<file path="src/rtl/std_gray2bin_arb.sv">
// Round-robin arbiter feeding one shared Gray-to-binary converter.
// The winning word is converted and registered with its requester ID.
module std_gray2bin_arb #(
    parameter int DW = 32,
    parameter int NREQ = 4,
    localparam int IDW = ($clog2(NREQ) > 0) ? $clog2(NREQ) : 1
) (
    input  logic                 clk,
    input  logic                 rst,
    input  logic [NREQ-1:0]      req_valid,
    input  logic [NREQ*DW-1:0]   req_gray,
    output logic [NREQ-1:0]      req_ready,
    output logic                 out_valid,
    output logic [DW-1:0]        out_bin,
    output logic [IDW-1:0]       out_id,
    input  logic                 out_ready
);

    typedef enum logic [0:0] {
        ST_EMPTY = 1'b0,
        ST_FULL  = 1'b1
    } state_t;

    state_t          state_r;
    state_t          state_nxt_s;
    logic [IDW-1:0]  rr_ptr_r;
    logic            found_s;
    logic [IDW-1:0]  grant_idx_s;
    logic [DW-1:0]   grant_word_s;
    logic            can_accept_s;
    logic            grant_s;
    logic            out_valid_r;
    logic [DW-1:0]   out_bin_r;
    logic [IDW-1:0]  out_id_r;

    // Each binary bit is the XOR of all Gray bits at or above it; MSB passes through.
    function automatic logic [DW-1:0] gray2bin(input logic [DW-1:0] g);
        logic [DW-1:0] b;
        b[DW-1] = g[DW-1];
        for (int k = DW - 2; k >= 0; k--) begin
            b[k] = b[k+1] ^ g[k];
        end
        return b;
    endfunction

    // Priority search starting at the round-robin pointer, wrapping to 0.
    always_comb begin
        found_s      = 1'b0;
        grant_idx_s  = '0;
        grant_word_s = '0;
        for (int k = 0; k < NREQ; k++) begin
            int idx;
            idx = int'(rr_ptr_r) + k;
            if (idx >= NREQ) begin
                idx = idx - NREQ;
            end else begin
                idx = idx;
            end
            if (!found_s && req_valid[idx]) begin
                found_s      = 1'b1;
                grant_idx_s  = IDW'(idx);
                grant_word_s = req_gray[idx*DW +: DW];
            end else begin
                found_s      = found_s;
            end
        end
    end

    // Handshake: the result slot is free when empty or being drained this cycle.
    always_comb begin
        can_accept_s = !rst && ((state_r == ST_EMPTY) || out_ready);
        grant_s      = found_s && can_accept_s;
        req_ready    = '0;
        if (grant_s) begin
            req_ready[grant_idx_s] = 1'b1;
        end else begin
            req_ready = '0;
        end
    end

    // Result-slot FSM next state.
    always_comb begin
        state_nxt_s = state_r;
        case (state_r)
            ST_EMPTY: begin
                if (grant_s) begin
                    state_nxt_s = ST_FULL;
                end else begin
                    state_nxt_s = ST_EMPTY;
                end
            end
            ST_FULL: begin
                if (out_ready && !grant_s) begin
                    state_nxt_s = ST_EMPTY;
                end else begin
                    state_nxt_s = ST_FULL;
                end
            end
            default: state_nxt_s = ST_EMPTY;
        endcase
    end

    // State, pointer and result registers; the result only changes on a grant.
    always_ff @(posedge clk) begin
        if (rst) begin
            state_r     <= ST_EMPTY;
            rr_ptr_r    <= '0;
            out_valid_r <= 1'b0;
            out_bin_r   <= '0;
            out_id_r    <= '0;
        end else begin
            state_r     <= state_nxt_s;
            out_valid_r <= (state_nxt_s == ST_FULL);
            if (grant_s) begin
                out_bin_r <= gray2bin(grant_word_s);
                out_id_r  <= grant_idx_s;
                if (int'(grant_idx_s) == NREQ - 1) begin
                    rr_ptr_r <= '0;
                end else begin
                    rr_ptr_r <= IDW'(int'(grant_idx_s) + 1);
                end
            end else begin
                out_bin_r <= out_bin_r;
                out_id_r  <= out_id_r;
                rr_ptr_r  <= rr_ptr_r;
            end
        end
    end

    assign out_valid = out_valid_r;
    assign out_bin   = out_bin_r;
    assign out_id    = out_id_r;

endmodule

</file>
<file path="config.mk">
export PLATFORM = sky130hd
export DESIGN_NAME = std_gray2bin_arb
export DESIGN_NICKNAME = d
export VERILOG_FILES = /design/src/rtl/std_gray2bin_arb.sv
export SDC_FILE = /design/constraint.sdc
export NUM_CORES = 1
export LEC_CHECK = 0
export CORE_UTILIZATION = 25
export DETAILED_ROUTE_END_ITERATION = 7
export PLACE_DENSITY = 0.59
export SLEW_MARGIN = 10
export SYNTH_ARGS = -nofsm -noshare
export SYNTH_HDL_FRONTEND = slang
export SYNTH_SLANG_ARGS = --single-unit
export TNS_END_PERCENT = 1
</file>
<file path="constraint.sdc">
create_clock -name clk -period 5.05 [get_ports clk]
set_clock_uncertainty 0.05 [all_clocks]
set_input_delay 0.7575 -clock clk [delete_from_list [all_inputs] [get_ports clk]]
set_output_delay 0.7575 -clock clk [all_outputs]
set_load 0.005 [all_outputs]
</file>
# Yosys cells after proc, flatten, opt, wreduce, memory -nomap -nowiden
# Index checks and enable logic that the tools add are counted.
[totals] out_inout_bits=39 register_bits=37 inputBits=135
[classes] n_reduce_logical=13 n_bitwise=32 mux=35 eq_ne=1 addsub=8 n_lt_le_gt_ge=10 n_shift=4
[ops] cell="$shiftx 128x32->32" count=4
[ops] cell="$mux 32" count=8
[ops] cell="$lt 32x4->1 const B" count=4
[ops] cell="$xor 1x1->1" count=31
[ops] cell="$mux 1" count=15
[ops] cell="$sub 3x3->4 const B" count=3
[ops] cell="$mux 2" count=5
[ops] cell="$ge 3x3->1 const B" count=3
[ops] cell="$bmux 1 s2" count=4
[ops] cell="$logic_and 1x1->1" count=7
[ops] cell="$add 2x2->3 const B" count=2
[ops] cell="$logic_not 1->1" count=5
[ops] cell="$mux 4" count=1
[ops] cell="$sub 2x3->4 const B" count=1
[ops] cell="$add 2x1->3 const B" count=1
[ops] cell="$ge 2x3->1 const B" count=1
[ops] cell="$lt 2x3->1 const B" count=1
[ops] cell="$add 2x1->2 const B" count=1
[ops] cell="$demux 1 s2" count=1
[ops] cell="$eq 2x1->1 const B" count=1
[ops] cell="$ge 2x1->1 const B" count=1
[ops] cell="$pmux 1 s2" count=1
[ops] cell="$logic_or 1x1->1" count=1
[ops] cell="$not 1->1" count=1

# Logic depth before layout (Yosys ltp)
[logic_depth] depth_word=46 mapped_depth=21 ltp_nobuf=12

# Worst setup path after synthesis
# Ideal clock, no wire load.
[synth_path] path_kind="flip-flop to flip-flop" startpoint="register rr_ptr_r[0]" endpoint="register out_bin_r[10] (netlist: out_bin[10])" synth_period_minus_slack_ns=4.892 t_required_ns=4.886 stages_incl_launch_ff=18 setup_slack_ns=0.158 setup_ns=0.114 t_arrival_ns=4.728 path_buffers=6 cell_sequence="dfxtp_1 > buf_6 > buf_4 > buf_4 > buf_6 > inv_2 > ha_1 > buf_2 > buf_2 > mux4_2 > a211o_1 > a32oi_2 > xnor2_2 > xnor2_2 > xnor3_2 > xnor3_2 > xnor2_1 > a21o_1"
[synth_via] elab_chain_len=36
[synth_rtl] item="from (decl)" line="26" rtl="logic [IDW-1:0] rr_ptr_r;"
[synth_rtl] item="from (signal assigned)" line="120" rtl="rr_ptr_r <= IDW'(int'(grant_idx_s) + 1);"
[synth_rtl] item="from (signal assigned)" line="125" rtl="rr_ptr_r <= rr_ptr_r;"
[synth_rtl] item="branches (longest 36 deep; another with $sub 3x3->4)"
[synth_rtl] item="to (signal assigned)" line="115" rtl="out_bin_r <= gray2bin(grant_word_s);"
[synth_rtl] item="to (signal assigned)" line="123" rtl="out_bin_r <= out_bin_r;"
[synth_rtl] item="to (decl)" line="33" rtl="logic [DW-1:0] out_bin_r;"
# Parallel ways; which one is timed is not known. The select of a mux whose other input is x is not followed.
# A chain may end at the register's enable or synchronous reset.

# Worst setup path after layout
[layout_path] startpoint="input port req_valid[2]" endpoint="output port req_ready[3]"
[layout_via] elab_chain_len=18
[layout_rtl] item="from (decl)" line="10" rtl="input logic [NREQ-1:0] req_valid,"
[layout_rtl] item="$bmux 1 s2" line="59" rtl="if (!found_s && req_valid[idx]) begin"
[layout_rtl] item="$mux 1 (not written as such) (2 in series)" line="59"
[layout_rtl] item="$mux 1" line="59"
[layout_rtl] item="$logic_not 1->1" line="59"
[layout_rtl] item="$logic_and 1x1->1" line="59"
[layout_rtl] item="$mux 1" line="59"
[layout_rtl] item="$logic_not 1->1" line="59"
[layout_rtl] item="$logic_and 1x1->1" line="59"
[layout_rtl] item="(+2 left out)"
[layout_rtl] item="$logic_and 1x1->1" line="59"
[layout_rtl] item="$mux 2 *" line="59"
[layout_rtl] item="net grant_idx_s[1]" line="28" rtl="logic [IDW-1:0] grant_idx_s;"
[layout_rtl] item="$lt 2x3->1 (not written as such) / $ge 2x1->1 (equally long branches)" line="75" rtl="req_ready[grant_idx_s] = 1'b1;"
[layout_rtl] item="$logic_and 1x1->1 (not written as such)" line="75"
[layout_rtl] item="$mux 1 (not written as such)" line="75"
[layout_rtl] item="$demux 1 s2 *" line="75"
[layout_rtl] item="$mux 4 *" line="74" rtl="if (grant_s) begin"
[layout_rtl] item="to (decl)" line="12" rtl="output logic [NREQ-1:0] req_ready,"
# The timed path passes the listed nets; every way through them passes the cells marked *. The select of a mux whose other input is x is not followed.

==> impl_metrics.toml <==
[power]
p_sw_share_pct = 44.0
cellLeakagePower_nw = 3.03
p_clk_share_pct = 3.5
p_comb_share_pct = 89.9
ir_drop_v = 0.00108
power.density_mw_per_mm2 = 924
p_sw_mw = 3.74
pwr-share-seq_pct = 6.5
p_int_mw = 4.76

[timing]
period_needed_ns = 4.89
rsz0062_at_grt = "no"
timing.final.crit_share_pct = 96.8
hold_ws_ns = 0.424
tightest_slew_ns = 1.06
slew_violations = 0
fmax_mhz = 204
hold_viol_final = 0
fin_ws_ns = 0.160
slew_headroom_pct = 29.5
setup_violations = 0

[yosys]
synth_largest_area_cell = "mux4_2"
synth-seq-cells = 37
seq_area_frac_synth_pct = 10.7
ys_types = 60
ys_top_cells_by_area = "mux4_2 (33%), dfxtp_1 (11%), mux2i_1 (6.2%), xnor2_1 (5.1%), nand3b_1 (3.6%)"
synth-edff-count = 0
async_flop_share_pct = 0
synth_top_area_share_pct = 32.6
ys.warnings.count = 0
syn_avg_cell_area_um2 = 10.6
synth_ff_type = "dfxtp_1"
synthCells = 649
syn_nets = 793
syn-cell-area_mm2 = 0.00690

[route]
via_per_inst = 5.53
firstDrtPassIters = 5
drc = 0
drtIter0Drc = 464
wire_per_inst_um = 19.9
totalWireLength_um = 22700
ant_nets = 0
routed-via-count = 6306

[floorplanning]
die_h_um = 168
die_area_mm2 = 0.0283
start_util_pct = 25.5
rows = 60
io_pins = 174
fp.coreArea_mm2 = 0.0270
die_x_um = 168

[global_route]
antenna_found_initial = 1
grt_pass1_vias = 6172
grt_max_degree = 73
grt_use_total_pct = 15.8
grt_pass1_wl_um = 35200
overflow = 0

[critical_path]
crit_type = "in -> out"
setup.worst_path.end_class = "primary output"
ff2ff_path_depth = 12
critPathLaunchType = "input pin"
cp.required_ns = 4.24
r2r_slack_ns = 0.49
cp.arrival_ns = 4.08
cp_max_fo = 10

[cts]
postCtsHoldBufs = 0
clock-root-buffer = "clkbuf_16"
ctsHtreeMaxLevel = 2
cts_resized = 0
insertion_delay_ns = 0.27
post_cts_buffers = 0
cts.sinks = 37
cts_buffer_depth = 2
cts_buffers = 5
clk_pin_slew_ns = 0.05
cts_tree = "done"

[cells_and_area]
nets = 944
layout-drive-gt1-share_pct = 24.8
seqCellArea_um2 = 746
antenna_cells = 0
fill_cells = 2705
areaGrowthSynthToFinish_pct = 33.4
layout_common_cells = "clkdlybuf4s50_1 (173), mux4_2 (100), mux2i_1 (43), buf_4 (42), xnor2_1 (40)"
layout_commonest_cell = "clkdlybuf4s50_1"
multi_input_area_mm2 = 0.00576

[outcome]
status = "complete, no violations"

[place]
pre_cts_slack_ns = -0.0415
portBuffers = 173
hpwlAfterDp_um = 17800
gp_congestion = 0.842

[flow_run]
maxCapViolations = 0

[worst_hold_path]
hp-class = "reg -> reg"
min_path_cells = 2
==> cell families after synthesis <==
family / count (synthesis) / share of synthesized area, %
flops: 37 / 10.7
fa+ha+maj: 9 / 1.63
compound gates: 169 / 18.2
simple gates: 125 / 10.1
mux: 167 / 42.8
buf+inv: 80 / 5.95
xor+xnor: 62 / 10.6
==> per-layer routing <==
metal / track usage [%] / routed length, µm / vias to the layer above
met5: 0 / 0 / -
met4: 4.94 / 607 / 0
met3: 2.68 / 1420 / 34
met2: 24.2 / 10200 / 220
met1: 22.4 / 10500 / 3116
li1: - / - / 2936
==> flip-flops by register name (all words and copies together) (netlist names) <==
name       count
rr_ptr_r       2
out_bin       32
out_id         2
out_valid      1
==> worst paths after layout <==
kind                  end         start
min            out_bin[0]    out_bin[0]
min reg2reg    out_bin[0]    out_bin[0]
max reg2reg    out_bin[6]   rr_ptr_r[0]
max          req_ready[3]  req_valid[2]
==> synthesized netlist by cell type (all sizes together) (2+ instances only) <==
cell type,instances
ha,9
o31a,3
a221oi,4
mux2i,43
nor3,7
nand2b,6
a32oi,14
a211o,16
mux4,100
o21a,2
nand3,6
inv,6
nor2b,5
xor2,6
a211oi,4
nor2,18
buf,45
dfxtp,37
a221o,12
o22ai,11
xnor2,46
a21oi,22
xnor3,10
nand3b,33
and2,7
nor3b,2
or2,3
a21o,5
nand2,35
o211ai,3
clkbuf,29
o22a,9
a31oi,3
o221ai,9
o21ai,44
mux2,24
==> power groups by stage <==
stage                     combinational [mW]  sequential [mW]  clock, mW
final                                   7.65            0.557      0.301
after global routing                    8.20            0.573      0.323
after global placement                  7.60            0.563          0
after floorplan                         6.84            0.570          0
after detailed placement                7.64            0.564          0
after CTS                               7.67            0.558      0.307
==> per-stage QoR <==
step | cells | instance area, µm² | util, % | total power [mW] | TNS [ns]
after global placement | 1134 | 9060 | 33.5 | 8.16 | -0.110
final | 1141 | 9210 | 34.1 | 8.51 | 0
after global routing | 1141 | 9210 | 34.1 | 9.10 | 0
after detailed placement | 1134 | 9060 | 33.5 | 8.21 | -0.237
after floorplan | 649 | 6900 | - | 7.41 | 0
after CTS | 1141 | 9210 | 34.1 | 8.54 | 0
==> final cells by class <==
| cell class | count | share of cell area (%) |
|---|---|---|
| multi-input cells | 532 | 62.6 |
| clock buffers | 7 | 1.55 |
| well taps | 341 | 4.63 |
| flip-flops and latches | 37 | 8.10 |
| repair buffers | 218 | 22.9 |
| inverters | 6 | 0.245 |
==> critical path, cell delays in order <==
cell and delay, ns:
clkdlybuf4s50_1 0.54, mux4_2 0.60, buf_4 0.21, or2_4 0.25, buf_4 0.19, nor3_1 0.28
a221oi_1 0.13, o21a_1 0.26, inv_1 0.09, ha_1 0.16, and2_1 0.12, clkdlybuf4s50_1 0.50
Note: power is estimated with default switching activity, not from simulation.
